<file path="config.mk">
export PLATFORM = sky130hd
export DESIGN_NAME = scoreboard_reg_file
export DESIGN_NICKNAME = d
export VERILOG_FILES = /design/src/rtl/scoreboard_reg_file.sv
export SDC_FILE = /design/constraint.sdc
export NUM_CORES = 2
export LEC_CHECK = 0
export CAP_MARGIN = 20
export CORE_ASPECT_RATIO = 1.4
export CORE_MARGIN = 3
export CORE_UTILIZATION = 35
export CTS_CLUSTER_DIAMETER = 60
export DETAILED_ROUTE_END_ITERATION = 8
export GPL_ROUTABILITY_DRIVEN = 0
export PLACE_DENSITY_LB_ADDON = 0.15
export SLEW_MARGIN = 20
export SYNTH_ARGS = -nofsm -noshare
export SYNTH_HDL_FRONTEND = slang
export SYNTH_SLANG_ARGS = --single-unit
</file>
<file path="constraint.sdc">
create_clock -name clk -period 11.1 [get_ports clk]
set_input_delay 2.22 -clock clk [delete_from_list [all_inputs] [get_ports clk]]
set_output_delay 2.22 -clock clk [all_outputs]
set_load 0.05 [all_outputs]
</file>
<file path="src/rtl/scoreboard_reg_file.sv">
// -----------------------------------------------------------------------------
// scoreboard_reg_file
//   Architectural register file with a counting scoreboard. Each register has
//   a small pending-write counter, so several writers can be in flight to the
//   same destination at once. Sits between decode (issue/read) and writeback.
//   Reads are combinational. A flush clears every pending counter on a
//   pipeline redirect.
//
// Optional feature macro: WB_BYPASS_EN
//   Defined   : a same-cycle writeback to a read address is forwarded onto
//               rs_data. rs_busy drops early when that writeback retires the
//               last pending writer.
//   Undefined : rs_data shows array contents only. rs_busy follows the
//               counter alone.
//
// Ports
//   clk          clock, all state updates on posedge
//   reset_n      synchronous reset, active low
//   stackptr     reset value loaded into x[SP_INDEX]
//   rs_addr      packed read addresses, port i at [i*ADDR_WIDTH +: ADDR_WIDTH]
//   rs_data      packed read data, same packing
//   rs_busy      per read port: source has pending writer(s)
//   raw_hazard   OR of rs_busy
//   issue_valid  decode schedules a write to issue_addr
//   issue_addr   destination being scheduled
//   issue_ready  issue_addr counter not saturated (x0 always ready)
//   wb_valid     writeback writes wb_data to wb_addr
//   wb_addr      writeback destination
//   wb_data      writeback data
//   wb_done      registered pulse: a non-x0 write happened last cycle
//   flush        clear all pending counters
//   sb_error     sticky: writeback to a register whose counter was 0
//   dbg_busy     per-register (counter != 0) mask
// -----------------------------------------------------------------------------
module scoreboard_reg_file #(
  parameter int ADDR_WIDTH = 5,
  parameter int DATA_WIDTH = 64,
  parameter int NUM_READ   = 2,
  parameter int CNT_WIDTH  = 2,
  parameter int SP_INDEX   = 2
) (
  input  logic                             clk,
  input  logic                             reset_n,
  input  logic [DATA_WIDTH-1:0]            stackptr,
  input  logic [NUM_READ*ADDR_WIDTH-1:0]   rs_addr,
  output logic [NUM_READ*DATA_WIDTH-1:0]   rs_data,
  output logic [NUM_READ-1:0]              rs_busy,
  output logic                             raw_hazard,
  input  logic                             issue_valid,
  input  logic [ADDR_WIDTH-1:0]            issue_addr,
  output logic                             issue_ready,
  input  logic                             wb_valid,
  input  logic [ADDR_WIDTH-1:0]            wb_addr,
  input  logic [DATA_WIDTH-1:0]            wb_data,
  output logic                             wb_done,
  input  logic                             flush,
  output logic                             sb_error,
  output logic [(2**ADDR_WIDTH)-1:0]       dbg_busy
);

  localparam int NUM_REGS = 2 ** ADDR_WIDTH;
  localparam logic [CNT_WIDTH-1:0] CNT_MAX = {CNT_WIDTH{1'b1}};
  localparam logic [CNT_WIDTH-1:0] CNT_ONE = {{(CNT_WIDTH-1){1'b0}}, 1'b1};

  logic [DATA_WIDTH-1:0] r_regs [NUM_REGS];
  logic [CNT_WIDTH-1:0]  r_cnt  [NUM_REGS];
  logic                  r_wb_done;
  logic                  r_sb_error;

  logic [CNT_WIDTH-1:0]  w_cnt_nxt [NUM_REGS];
  logic                  w_issue_acc;
  logic                  w_wb_act;
  logic                  w_same_reg;
  logic                  w_sb_err_set;

  // Issue acceptance, writeback activity and the error condition.
  always_comb begin
    issue_ready  = (issue_addr == {ADDR_WIDTH{1'b0}}) || (r_cnt[issue_addr] != CNT_MAX);
    // Issue to x0 is accepted but tracks nothing, so it is not counted here.
    w_issue_acc  = issue_valid && issue_ready && (issue_addr != {ADDR_WIDTH{1'b0}});
    w_wb_act     = wb_valid && (wb_addr != {ADDR_WIDTH{1'b0}});
    // Same register scheduled and retired together: net counter change is zero.
    w_same_reg   = w_issue_acc && w_wb_act && (issue_addr == wb_addr);
    w_sb_err_set = w_wb_act && (r_cnt[wb_addr] == {CNT_WIDTH{1'b0}}) && !flush && !w_same_reg;
  end

  // Next-state for every pending-write counter. Flush overrides issue and WB.
  always_comb begin
    for (int i = 0; i < NUM_REGS; i++) begin
      w_cnt_nxt[i] = r_cnt[i];
      if (flush) begin
        w_cnt_nxt[i] = {CNT_WIDTH{1'b0}};
      end else if (w_same_reg) begin
        w_cnt_nxt[i] = r_cnt[i];
      end else if (w_issue_acc && (issue_addr == ADDR_WIDTH'(i))) begin
        w_cnt_nxt[i] = r_cnt[i] + CNT_ONE;
      end else if (w_wb_act && (wb_addr == ADDR_WIDTH'(i)) && (r_cnt[i] != {CNT_WIDTH{1'b0}})) begin
        // A WB to a zero counter saturates at 0 instead of wrapping.
        w_cnt_nxt[i] = r_cnt[i] - CNT_ONE;
      end else begin
        w_cnt_nxt[i] = r_cnt[i];
      end
    end
  end

  // Combinational read ports, with optional same-cycle writeback forwarding.
  always_comb begin
    rs_data = {(NUM_READ*DATA_WIDTH){1'b0}};
    rs_busy = {NUM_READ{1'b0}};
    for (int p = 0; p < NUM_READ; p++) begin
      if (rs_addr[p*ADDR_WIDTH +: ADDR_WIDTH] == {ADDR_WIDTH{1'b0}}) begin
        rs_data[p*DATA_WIDTH +: DATA_WIDTH] = {DATA_WIDTH{1'b0}};
        rs_busy[p] = 1'b0;
      end else begin
        rs_data[p*DATA_WIDTH +: DATA_WIDTH] = r_regs[rs_addr[p*ADDR_WIDTH +: ADDR_WIDTH]];
        rs_busy[p] = (r_cnt[rs_addr[p*ADDR_WIDTH +: ADDR_WIDTH]] != {CNT_WIDTH{1'b0}});
`ifdef WB_BYPASS_EN
        if (w_wb_act && (wb_addr == rs_addr[p*ADDR_WIDTH +: ADDR_WIDTH])) begin
          rs_data[p*DATA_WIDTH +: DATA_WIDTH] = wb_data;
          // The retiring writeback is the last outstanding writer.
          if (r_cnt[wb_addr] == CNT_ONE) begin
            rs_busy[p] = 1'b0;
          end else begin
            rs_busy[p] = (r_cnt[wb_addr] != {CNT_WIDTH{1'b0}});
          end
        end else begin
          rs_busy[p] = (r_cnt[rs_addr[p*ADDR_WIDTH +: ADDR_WIDTH]] != {CNT_WIDTH{1'b0}});
        end
`endif
      end
    end
    raw_hazard = |rs_busy;
  end

  // Per-register busy mask. x0 is never busy.
  always_comb begin
    dbg_busy = {NUM_REGS{1'b0}};
    for (int i = 1; i < NUM_REGS; i++) begin
      dbg_busy[i] = (r_cnt[i] != {CNT_WIDTH{1'b0}});
    end
  end

  // Register array, counters and status flags.
  always_ff @(posedge clk) begin
    if (!reset_n) begin
      for (int i = 0; i < NUM_REGS; i++) begin
        r_regs[i] <= (i == SP_INDEX) ? stackptr : {DATA_WIDTH{1'b0}};
        r_cnt[i]  <= {CNT_WIDTH{1'b0}};
      end
      r_wb_done  <= 1'b0;
      r_sb_error <= 1'b0;
    end else begin
      for (int i = 0; i < NUM_REGS; i++) begin
        r_cnt[i] <= w_cnt_nxt[i];
      end
      // The data write happens even on a flush cycle.
      if (w_wb_act) begin
        r_regs[wb_addr] <= wb_data;
      end
      r_wb_done <= w_wb_act;
      if (w_sb_err_set) begin
        r_sb_error <= 1'b1;
      end
    end
  end

  assign wb_done  = r_wb_done;
  assign sb_error = r_sb_error;

endmodule

</file>
# Word-level counts from Yosys, hierarchy flattened
# Memories as Yosys holds them, arrays and structs flattened.
# Index checks and enable logic that the tools add are counted.
# totals
out_inout_bits,166
ramBits,2112
register_bits,2
in_bits,153
n_memories,2
wordCells,486
# memory_table
name,words,width,read_ports,rd_clocked_by_memory_dff,wr,line_no,text
r_regs,32,64,2,0,32,65,logic [DATA_WIDTH-1:0] r_regs [NUM_REGS];
r_cnt,32,2,36,0,32,66,logic [CNT_WIDTH-1:0] r_cnt [NUM_REGS];
# op_classes
eq_ne,64
bitwise,32
mux,172
add_sub_neg,64
reduce_logical,150
# op_table
op,count
$mux 2,160
$mux 64,3
$eq 5x5->1 const B,32
$logic_and 1x1->1,104
$eq 5x4->1 const B,16
$reduce_bool 2->1,34
$add 2x1->2 const B,32
$reduce_or 64->1,1
$sub 2x1->2 const B,32
$eq 5x3->1 const B,8
$or 1x1->1,32
$eq 5x2->1 const B,4
$logic_not 5->1,4
$eq 5x1->1 const B,2
$reduce_bool 5->1,2
$mux 1,8
$eq 5x5->1,1
$mux 5,1
$logic_not 1->1,2
$logic_not 2->1,1
$ne 2x2->1 const B,1
$reduce_or 2->1,1
$logic_or 1x1->1,1

# Depth between registers and ports, before layout
# An unclocked memory read counts as a cell.
# depth
depth_word,10
depth_mapped,12
mapped_depth_nobuf,8

# Worst setup path before layout
# No wires, ideal clock.
# synth_timing
kind,in2reg
from,in reset_n
to,mem r_regs[11][0] (enable)
t_arrival_ps,8763
t_required_ps,10525
path_slack_ps,1762
path_buffers,3
setup_time_ps,575
path_stages,6
path_cell_list,clkbuf_1 -> inv_1 -> or3_1 -> clkbuf_1 -> buf_2 -> o21ai_0
# synth_lines
item,line_no,text
start: declaration,43,"input logic reset_n,"
end: declaration,65,

# Worst setup path after layout
# layout_timing
from,in rs_addr[5]
to,out rs_data[85]
# layout_via
elab_chain_len,2
word_cells_on_any_way,3
cone_classes,1 x mux; 1 x reduce/logical; 1 x memory
# layout_rtl
item,line_no,text
start: declaration,45,"input logic [NUM_READ*ADDR_WIDTH-1:0] rs_addr,"
$mem_v2 32x64 or $logic_not 5->1 (tied branches),-,
$mux 64 *,111,if (rs_addr[p*ADDR_WIDTH +: ADDR_WIDTH] == {ADDR_WIDTH{1'b0}}) begin
end: declaration,46,"output logic [NUM_READ*DATA_WIDTH-1:0] rs_data,"
# Mark *: on every way between the ends. The rest lies on a longest branch, timed or not.

==> results.yml <==
synth:
  syn-instance-count: 7331
  synth_edf_count: 2048
  synth-seq-cells: 2114
  async_flop_share_pct: 0
  synth.largest_area_cell: "edfxtp_1"
  synth_top_area_share_pct: 54.30
  syn_area_sq_mm: 0.1133
  syn_area_per_cell_sq_um: 15.45
  ys_seq_area_share_pct: 55.46
  synth_area_leaders: "edfxtp_1 (54%), mux4_2 (23%), and2_1 (9.6%), clkbuf_1 (2.1%), mux2i_1 (2.0%)"
  synthDistinctLibCells: 61
  synth_common_cells: "edfxtp_1 (2,048), and2_1 (1,734), mux4_2 (1,160), clkbuf_1 (625), nor2_1 (242)"
  synth_flop_cell: "edfxtp_1"
  yosys_warnings: 0
  yosysMostFrequentCell: "edfxtp_1"
worst_setup_path:
  crit_path_start_kind: "primary input"
  required_ns: 8.88
  cp-end-kind: "output port"
  crit_arrival_ns: 6.28
  critPathMaxFanout: 62
  worstSetupPathType: "primary input to output port"
place:
  io_buffers: 317
  place_area_sq_mm: 0.1216
  detailed_place_hpwl_um: 264400
cts:
  ctsResizeCount: 0
  cts_buffer_depth: 4
  clock_latency_ns: 0.92
  cts_tree: "built"
  cts_inserted_buffers: 231
  cts_num_sinks: 2114
  post_cts_buffers: 0
  cts-root-buf: "clkbuf_16"
  h-tree-depth: 4
  path_clk_slew_ns: 0.06
  ctsHoldBuffers: 0
final_layout:
  seq_area_sq_mm: 0.06282
  nFillCells: 29238
  fin_nets: 7516
  drive_above_1_share_pct: 26.07
  multi_input_area_sq_mm: 0.04798
  syn_to_final_growth_pct: 13.75
  fin_area_sq_mm: 0.1288
routing:
  drt-pass1-iter-count: 6
  vias: 73229
  routedWlPerCell_um: 40.09
  drt_wl_total_um: 472300
  drc_errors: 0
  viasPerCell: 6.215
  drt_iter0_drc: 10063
  drtAntennaViolNets: 0
floorplan:
  die_x_um: 486.8
  start_util_pct: 35.25
  core-area_sq_mm: 0.3213
  die_area_sq_mm: 0.3306
  ios: 319
  rows: 246
  fp.dieH_um: 679.1
timing:
  tightest_slew_ns: 1.234
  slew_headroom_pct: 17.55
  timing_hold_violations_final: 0
  clock_skew_ns: 0.03163
  rsz0062_at_grt: "false"
  finalCritPeriodShare_pct: 76.62
  maxSlewViolCount: 0
  finalSetupTns_ns: 0
  fin_crit_ns: 8.505
  finalSetupViolCount: 0
  max_freq_ghz: 0.1176
power:
  totalPowerFinal_mw: 20.12
  powerDensity_mw_per_mm2: 156.2
  ir_drop_mv: 0.1174
  p_leak_nw: 43.92
grt:
  track_usage_pct: 28.16
  grt_pass1_vias: 75569
  antenna_found_initial: 78
  grt-ovfl-total: 0
  grt_max_degree: 105
  grt_first_pass_wirelength_um: 644400
outcome:
  outcome: "complete, no violations"
hold_path:
  worstHoldPathType: "register to register"
run:
  drv_cap: 0
-- cells in the final DEF, fill, tap and decap left out, types with 10 or more instances in the layout --
cell / synthesis / layout
o211ai_1: 13 / 13
a211oi_1: 24 / 23
dfxtp_1: 66 / 66
conb_1: 1 / 65
clkinv_1: 0 / 56
and3_1: 196 / 196
a221oi_1: 45 / 45
clkdlybuf4s50_1: 0 / 287
nor2_4: 0 / 29
o21ai_0: 53 / 38
nand3_1: 38 / 38
inv_1: 40 / 39
a22o_1: 13 / 13
edfxtp_1: 2048 / 2048
mux2i_1: 231 / 230
nand2_4: 0 / 18
clkbuf_16: 0 / 235
clkinv_2: 0 / 37
o221ai_1: 36 / 36
buf_4: 2 / 189
bufinv_16: 0 / 20
clkbuf_1: 625 / 40
diode_2: 0 / 26
nor2_1: 242 / 211
nor3_1: 45 / 41
nand2_1: 90 / 71
and2_1: 1734 / 1734
a311oi_1: 14 / 14
o21ai_4: 0 / 15
o22ai_1: 49 / 49
buf_12: 0 / 35
nand2b_1: 17 / 16
a211o_1: 10 / 10
mux2_2: 139 / 139
buf_2: 62 / 19
a21oi_1: 83 / 83
o31ai_1: 16 / 16
a31oi_1: 11 / 11
nor4_1: 21 / 21
mux4_2: 1160 / 1160
-- registers in the layout, summed over array words and instances, names as in the netlist --
name,cells
r_cnt,64
r_regs,2048
sb_error,1
wb_done,1
-- cells by family (layout without fill, tap and decap cells) --
| kind of cell | after synthesis | in the layout | synth area share, % |
|---|---|---|---|
| AO/OA/AOI/OAI | 402 | 402 | 2.484 |
| XOR/XNOR | 7 | 7 | 0.05413 |
| buffers and inverters | 849 | 994 | 2.895 |
| multiplexers | 1530 | 1530 | 26.49 |
| AND/OR/NAND/NOR | 2428 | 2428 | 12.61 |
| other | 1 | 91 | 0.003311 |
| flip-flops | 2114 | 2114 | 55.46 |
-- path summary, 6_finish.rpt --
check / startpoint / endpoint / slack [ns] / cells past startpoint
max reg2reg: r_cnt[29][0] / r_cnt[17][1] / 7.67 / 8
max: rs_addr[5] / rs_data[85] / 2.60 / 9
min reg2reg: r_cnt[0][0] / r_cnt[0][0] / 0.46 / 2
min: r_cnt[0][0] / r_cnt[0][0] / 0.46 / 2
-- where the power goes --
group | switching, mW | internal [mW]
clock network | 3.41 | 4.33
registers | 0.223 | 9.20
logic | 1.82 | 1.14
-- final cells by class --
cell class / instances / area share [%]
Sequential cell: 2114 / 48.76
Inverter: 41 / 0.1233
Timing Repair Buffer: 543 / 4.116
Clock buffer: 278 / 4.713
Tap cell: 4216 / 4.094
Clock inverter: 132 / 0.9041
Antenna cell: 26 / 0.05050
Multi-Input combinational cell: 4432 / 37.24
-- critical path, stage by stage --
cell	delay [ns]
buf_8	0.62
buf_4	0.52
mux4_2	0.55
mux2_2	0.28
a221oi_1	0.56
nor2_1	0.08
a21oi_1	0.42
nor2_1	0.12
clkdlybuf4s50_1	0.78
-- per-layer routing --
layer	wire length, um	GRT usage [%]	up-vias
met3	39550	4.914	953
met4	22260	11.81	24
met1	179800	36.20	39558
li1	-	-	28592
met2	230600	46.97	4102
met5	152	0	-
-- metrics by stage --
stage	instances	util, %	setup slack (ns)	hold slack, ns
final	11782	40.09	2.595	0.4586
after global routing	11761	40.08	2.453	0.4850
after CTS	11756	40.09	2.570	0.4569
after detailed placement	11346	37.84	2.586	0.4455
after global placement	11344	37.83	2.570	0.4509
after floorplan	7395	-	1.762	0.4216
(Power assumes the default switching activity.)
